`src/rtl/serial_adder_mux.sv`:
```
// Digit-serial adder/subtractor built from 2:1-mux full-adder cells.
// Processes DIGIT bits per clock, LSB digit first, start/done handshake.
module mux2_1 (
  input  logic d0,
  input  logic d1,
  input  logic sel,
  output logic y
);
  assign y = sel ? d1 : d0;
endmodule

module serial_adder_mux #(
  parameter int WIDTH = 8,
  parameter int DIGIT = 1
) (
  input  logic             clk,
  input  logic             rst,
  input  logic             start,
  input  logic             op_sub,
  input  logic [WIDTH-1:0] a,
  input  logic [WIDTH-1:0] b,
  input  logic             cin,
  output logic             busy,
  output logic             done,
  output logic [WIDTH-1:0] sum,
  output logic             cout,
  output logic             overflow
);

  localparam int N  = WIDTH / DIGIT;
  localparam int CW = $clog2(N + 1);
  localparam logic [CW-1:0] LAST = CW'(N - 1);

  if (WIDTH < 2 || DIGIT < 1 || (WIDTH % DIGIT) != 0) begin : g_bad_cfg
    $error("serial_adder_mux: WIDTH must be >=2 and a multiple of DIGIT");
  end

  typedef enum logic [1:0] {
    IDLE,
    RUN,
    DONE
  } state_t;

  state_t state, state_nx;
  logic accept, last;

  logic [WIDTH-1:0] a_q, b_q, res_q, res_nx;
  logic             carry_q;
  logic [CW-1:0]    cnt;
  logic [DIGIT-1:0] ds;
  logic             dig_co, msb_ci;

  // Ripple of mux full-adder cells over one digit.
  for (genvar i = 0; i < DIGIT; i++) begin : g_cell
    logic ci, p, s, co;
    if (i == 0) begin : g_c0
      assign ci = carry_q;
    end else begin : g_cn
      assign ci = g_cell[i-1].co;
    end
    mux2_1 u_p (.d0(b_q[i]), .d1(~b_q[i]), .sel(a_q[i]), .y(p));
    mux2_1 u_s (.d0(ci),     .d1(~ci),     .sel(p),      .y(s));
    mux2_1 u_c (.d0(a_q[i]), .d1(ci),      .sel(p),      .y(co));
    assign ds[i] = s;
  end

  assign dig_co = g_cell[DIGIT-1].co;
  assign msb_ci = g_cell[DIGIT-1].ci;

  // Digit sum enters the result register from the MSB end.
  if (DIGIT == WIDTH) begin : g_full
    assign res_nx = ds;
  end else begin : g_shift
    assign res_nx = {ds, res_q[WIDTH-1:DIGIT]};
  end

  // State register.
  always_ff @(posedge clk) begin
    if (rst) state <= IDLE;
    else     state <= state_nx;
  end

  // Next state, handshake outputs and datapath strobes.
  always_comb begin
    state_nx = state;
    busy     = 1'b0;
    done     = 1'b0;
    accept   = 1'b0;
    last     = 1'b0;
    unique case (state)
      IDLE: begin
        if (start) begin
          accept   = 1'b1;
          state_nx = RUN;
        end
      end
      RUN: begin
        busy = 1'b1;
        if (cnt == LAST) begin
          last     = 1'b1;
          state_nx = DONE;
        end
      end
      DONE: begin
        done = 1'b1;
        if (start) begin
          accept   = 1'b1;
          state_nx = RUN;
        end else begin
          state_nx = IDLE;
        end
      end
      default: state_nx = IDLE;
    endcase
  end

  // Operand capture, digit shifting and result publication.
  always_ff @(posedge clk) begin
    if (rst) begin
      a_q      <= '0;
      b_q      <= '0;
      res_q    <= '0;
      carry_q  <= 1'b0;
      cnt      <= '0;
      sum      <= '0;
      cout     <= 1'b0;
      overflow <= 1'b0;
    end else if (accept) begin
      a_q     <= a;
      b_q     <= op_sub ? ~b : b;
      carry_q <= op_sub ? 1'b1 : cin;
      cnt     <= '0;
    end else if (busy) begin
      a_q     <= a_q >> DIGIT;
      b_q     <= b_q >> DIGIT;
      res_q   <= res_nx;
      carry_q <= dig_co;
      cnt     <= cnt + 1'b1;
      if (last) begin
        sum      <= res_nx;
        cout     <= dig_co;
        overflow <= dig_co ^ msb_ci;
      end
    end
  end

endmodule

```
`config.mk`:
```
export PLATFORM = sky130hd
export DESIGN_NAME = serial_adder_mux
export DESIGN_NICKNAME = d
export VERILOG_FILES = /design/src/rtl/serial_adder_mux.sv
export SDC_FILE = /design/constraint.sdc
export NUM_CORES = 1
export LEC_CHECK = 0
export ABC_AREA = 1
export CORE_ASPECT_RATIO = 0.8
export CORE_MARGIN = 2
export CORE_UTILIZATION = 30
export CTS_BUF_LIST = sky130_fd_sc_hd__clkbuf_4
export DETAILED_ROUTE_END_ITERATION = 7
export HOLD_SLACK_MARGIN = 0.02
export REMOVE_ABC_BUFFERS = 1
export SLEW_MARGIN = 20
export SYNTH_ARGS = -nofsm -noshare
export SYNTH_HDL_FRONTEND = slang
export SYNTH_HIERARCHICAL = 1
export SYNTH_SLANG_ARGS = --single-unit
export TNS_END_PERCENT = 30
```
`constraint.sdc`:
```
create_clock -name clk -period 1.5 [get_ports clk]
set_input_delay 0.225 -clock clk [delete_from_list [all_inputs] [get_ports clk]]
set_output_delay 0.225 -clock clk [all_outputs]
set_load 0.005 [all_outputs]
```
After elaboration in Yosys (flattened, before gate mapping)

Cells that the tools add are included.

Mux-type cells: 21
Reduce and logical (&&, ||, !) cells: 7
Add/sub/neg operators: 1
Bitwise logic cells: 5
Equal/unequal tests: 5

Operators with widths:

| kind                                                | number |
|---|---|
| two-way mux 8 bit                                   | 5 |
| two-way mux 1 bit                                   | 13 |
| NOT 8 bit                                           | 1 |
| case mux 2 bit (3 select lines)                     | 1 |
| adder 4 x 1 -> 4 bit, second input constant         | 1 |
| equality test 4 x 3 -> 1 bit, second input constant | 1 |
| two-way mux 2 bit                                   | 2 |
| inequality test 2 bit, second input constant        | 2 |
| AND reduction 2 bit                                 | 2 |
| OR reduction 2 bit                                  | 2 |
| NOT 1 bit                                           | 3 |
| AND reduction 3 bit                                 | 1 |
| equality test 2 x 1 -> 1 bit, second input constant | 1 |
| equality test 2 bit, second input constant          | 1 |
| logical NOT 2 bit                                   | 1 |
| nonzero test 2 bit                                  | 1 |
| XOR 1 bit                                           | 1 |

Register bits: 41
Output and inout port bits: 12
Word-level logic and storage cells: 48

Longest topological paths before layout

Depth after elaboration: 5
Mapped depth: 10
Gate-level depth less buffers: 10

Hierarchy

The synthesis kept the hierarchy.

Modules (own cells, without submodules):

| module           | area an instance (um2) | cells each | seq. area each (um2) | instances |
|---|---|---|---|---|
| serial_adder_mux | 1,804.2                | 252        | 800.8                | 1 |
| mux2_1           | 15.0                   | 4          | 0.0                  | 3 |

Least setup slack after synthesis

No wires, ideal clock.

Path kind: reg-to-reg
Start point: reg cnt[0]
End point: reg sum[0]
Cell stages (with the launch flop): 8
Path buffers: 1
Setup time: 0.113 ns
Arrival time: 1.015 ns
Path slack: 0.372 ns
Path through: dfxtp_1 -> ha_1 -> nand2_1 -> nor2_1 -> nand2_1 -> buf_2 -> o21ai_1 -> nor2_1

Longest elaborated chain between the ends: 4

Ends and longest elaborated chain:

| item                                 | line | RTL |
|---|---|---|
| start: declaration                   | 49   | `logic [CW-1:0] cnt;` |
| start signal: assignment             | 138  | `cnt <= cnt + 1'b1;` |
| equality test 4 x 3 -> 1 bit         | 99   | `if (cnt == LAST) begin` |
| two-way mux 1 bit                    | 99   |  |
| two-way mux 1 bit                    | 90   | `unique case (state)` |
| AND reduction 3 bit (no source line) | -    |  |
| end signal: assignment               | 140  | `sum <= res_nx;` |
| end: declaration                     | 25   | `output logic [WIDTH-1:0] sum,` |

No other way between the ends.
A chain may end at the register's enable or synchronous reset.

Worst setup path in the final report

Start point: reg sum[5]
End point: out sum[5]

No word-level cell between the ends.

==> flow_summary.json <==
{
  "status": "finished clean",
  "hold_path_class": "in -> reg",
  "io_buffers": 32,
  "synth_most_common_cell": "nand2_1",
  "grt_pass1_wl_um": 6920,
  "dieArea_mm2": 0.00681,
  "p_leak_nw": 1.05,
  "worst_pin_slew_ns": 0.311,
  "grt_pass1_vias": 1578,
  "startpoint_type": "register",
  "crit_chain": "clkdlybuf4s50_1",
  "synthAdderAreaFrac": 0.00677,
  "wl_per_cell_um": 10.0,
  "cp_slowest_cell": "clkdlybuf4s50_1",
  "worstSetupPathType": "reg -> out",
  "met3_usage": 0.0466,
  "drtAntennaViolNets": 0,
  "first_pass_iters": 4,
  "top_usage_layer": "met2",
  "track_usage": 0.129,
  "cp_num_buf_inv": 1,
  "antenna_found_initial": 0,
  "irDropWorstVdd_uv": 381,
  "start_util": 0.311,
  "synth_edf_count": 0,
  "globalplace.congestion": 0.714,
  "synth_warnings": 6,
  "netlist_instances": 264,
  "worstPathRequired_ns": 1.27,
  "yosysTopAreaCellShare": 0.433,
  "insertion_delay_ns": 0.34,
  "wl_um": 3890,
  "die_y_um": 74.2,
  "viasPerCell": 4.38,
  "max_clock_freq_mhz": 704,
  "cts_buffer_depth": 2,
  "synth_area_mm2": 0.00185,
  "synth-simple-area-share": 0.298,
  "synth_compound_area_frac": 0.131,
  "slew_violations": 0,
  "dp_hpwl_um": 2930,
  "synth_top_family_by_area": "simple AND/OR/NAND/NOR gates",
  "critPathMaxFanout": 2,
  "num_antenna_cells": 0,
  "rows": 25,
  "max_stage_delay_ns": 0.50,
  "ys_ff_latch": 40,
  "use_met2": 0.213,
  "finalClockSkew_ns": 0.00994,
  "dieWidth_um": 91.8,
  "synthMuxAreaShare": 0,
  "drt_iter0_drc": 63,
  "hold_buffers": 0,
  "power_density_mw_per_mm2": 885,
  "fin_util": 0.398,
  "avgSynthCellArea_um2": 7.00,
  "ys_types": 23,
  "crit_arrival_ns": 1.20,
  "hold_viol": 0,
  "drive_above_1_share": 0.140,
  "end_kind": "output port",
  "vias": 1699,
  "setup_viol": 0,
  "period_needed_ns": 1.42,
  "async_flop_share": 0,
  "finalCritPeriodShare": 0.947,
  "root_buffer": "clkbuf_4",
  "synth_top_area_cell": "dfxtp_1",
  "yosysSeqAreaShare": 0.433,
  "syn_to_final_growth_pct": 28.0,
  "finalSetupTns_ns": 0,
  "ios": 33,
  "maxCapViolations": 0,
  "synthFlopType": "dfxtp_1",
  "cts_tree": "built",
  "numCtsBuffers": 5,
  "clk_pin_slew_ns": 0.13,
  "cp_top_family": "buffers and inverters",
  "htree_levels": 2,
  "grt.met1_usage": 0.160,
  "slew_headroom": 0.792,
  "synthXorXnorAreaFrac": 0.00474,
  "coreArea_mm2": 0.00594,
  "ys_top_cells_by_count": "53 x nand2_1, 40 x dfxtp_1, 37 x nor2_1, 36 x inv_1, 21 x o21ai_1",
  "grt_setup_unrepaired": "false",
  "grt_max_degree": 16,
  "finalNetCount": 328,
  "yosys-top-cells-area": "dfxtp_1 43%, nand2_1 11%, nor2_1 7.5%",
  "cts_num_sinks": 40,
  "grt-ovfl-total": 0,
  "drc_errors": 0
}
path summary, 6_finish.rpt:
kind | startpoint | slack (ns) | cells past startpoint | endpoint
worst max register to register | cnt[0] | 0.21 | 7 | sum[3]
worst min register to register | a_q[7] | 0.47 | 2 | a_q[7]
worst max-delay path | sum[5] | 0.08 | 1 | sum[5]
worst min-delay path | a[7] | 0.44 | 3 | a_q[7]
state kept, by name (all words and copies together) (netlist names):
signal	cells
sum	8
res_q	7
a_q	8
cnt	4
b_q	8
carry_q	1
state	2
cout	1
overflow	1
worst reg2reg max path, cell delays in order (launching register included):
cell and delay, ns:
dfxtp_1 0.37, ha_1 0.23, nand2_1 0.07, nor2_1 0.08, nand2_1 0.14, buf_4 0.20
nand3_1 0.06, o21ai_1 0.06
metrics by stage:
step	total power [mW]	hold WS, ns	cells	instance area (µm²)	worst slack (ns)
after floorplan	1.41	0.294	251	1760	0.202
after global placement	1.57	0.449	379	2290	0.0276
after detailed placement	1.58	0.457	379	2290	-0.000893
after CTS	2.13	0.437	388	2360	0.0461
after global routing	2.24	0.443	388	2370	0.000908
final	2.10	0.444	388	2370	0.0798
area by class of cell:
| cell class | instances | area, µm² |
|---|---|---|
| Fill cell | 639 | 3580 |
| Multi-Input combinational cell | 173 | 821 |
| Sequential cell | 40 | 808 |
| Timing Repair Buffer | 48 | 438 |
| Inverter | 38 | 143 |
| Tap cell | 81 | 101 |
| Clock buffer | 5 | 37.5 |
| Clock inverter | 3 | 18.8 |
power by group:
group	switching (mW)	internal, mW	leakage [nW]
Combinational	0.217	0.175	0.687
Clock	0.361	0.180	0.0349
Sequential	0.0363	1.13	0.330
placed cells by master (no fill, tap or decap):
master           count
or2_2                1
nor3_1               1
buf_4               16
clkinv_2             2
clkdlybuf4s50_1     30
clkinv_4             1
ha_1                 1
nand3_1             19
dfxtp_2              3
xor2_1               1
o21ai_0             13
dlygate4sd2_1        2
o21ai_1             21
nand2_4              1
nand2_2              3
clkbuf_4             5
nor2_4               2
dfxtp_4              1
a211oi_1             1
nor2_1              37
inv_2                2
a21oi_1             13
nand2_1             53
nor3_2               6
dfxtp_1             36
inv_1               36
timing repair:
item,4_1_cts,5_1_grt
buffers inserted,1,0
resized for setup,6,2
setup endpoints to repair,2,2
gates cloned,0,0
cell families after synthesis:
group | count (synthesis)
AND/OR/NAND/NOR | 123
buffers and inverters | 51
AO/OA/AOI/OAI | 48
flip-flops | 40
XOR/XNOR | 1
adder cells (fa/ha/maj) | 1
metal layers:
metal	part of all wire	up-vias
met2	0.44	34
met4	0.0062	0
met5	0	-
li1	-	909
met1	0.50	754
met3	0.052	2
Note: power is estimated with default switching activity, not from simulation.
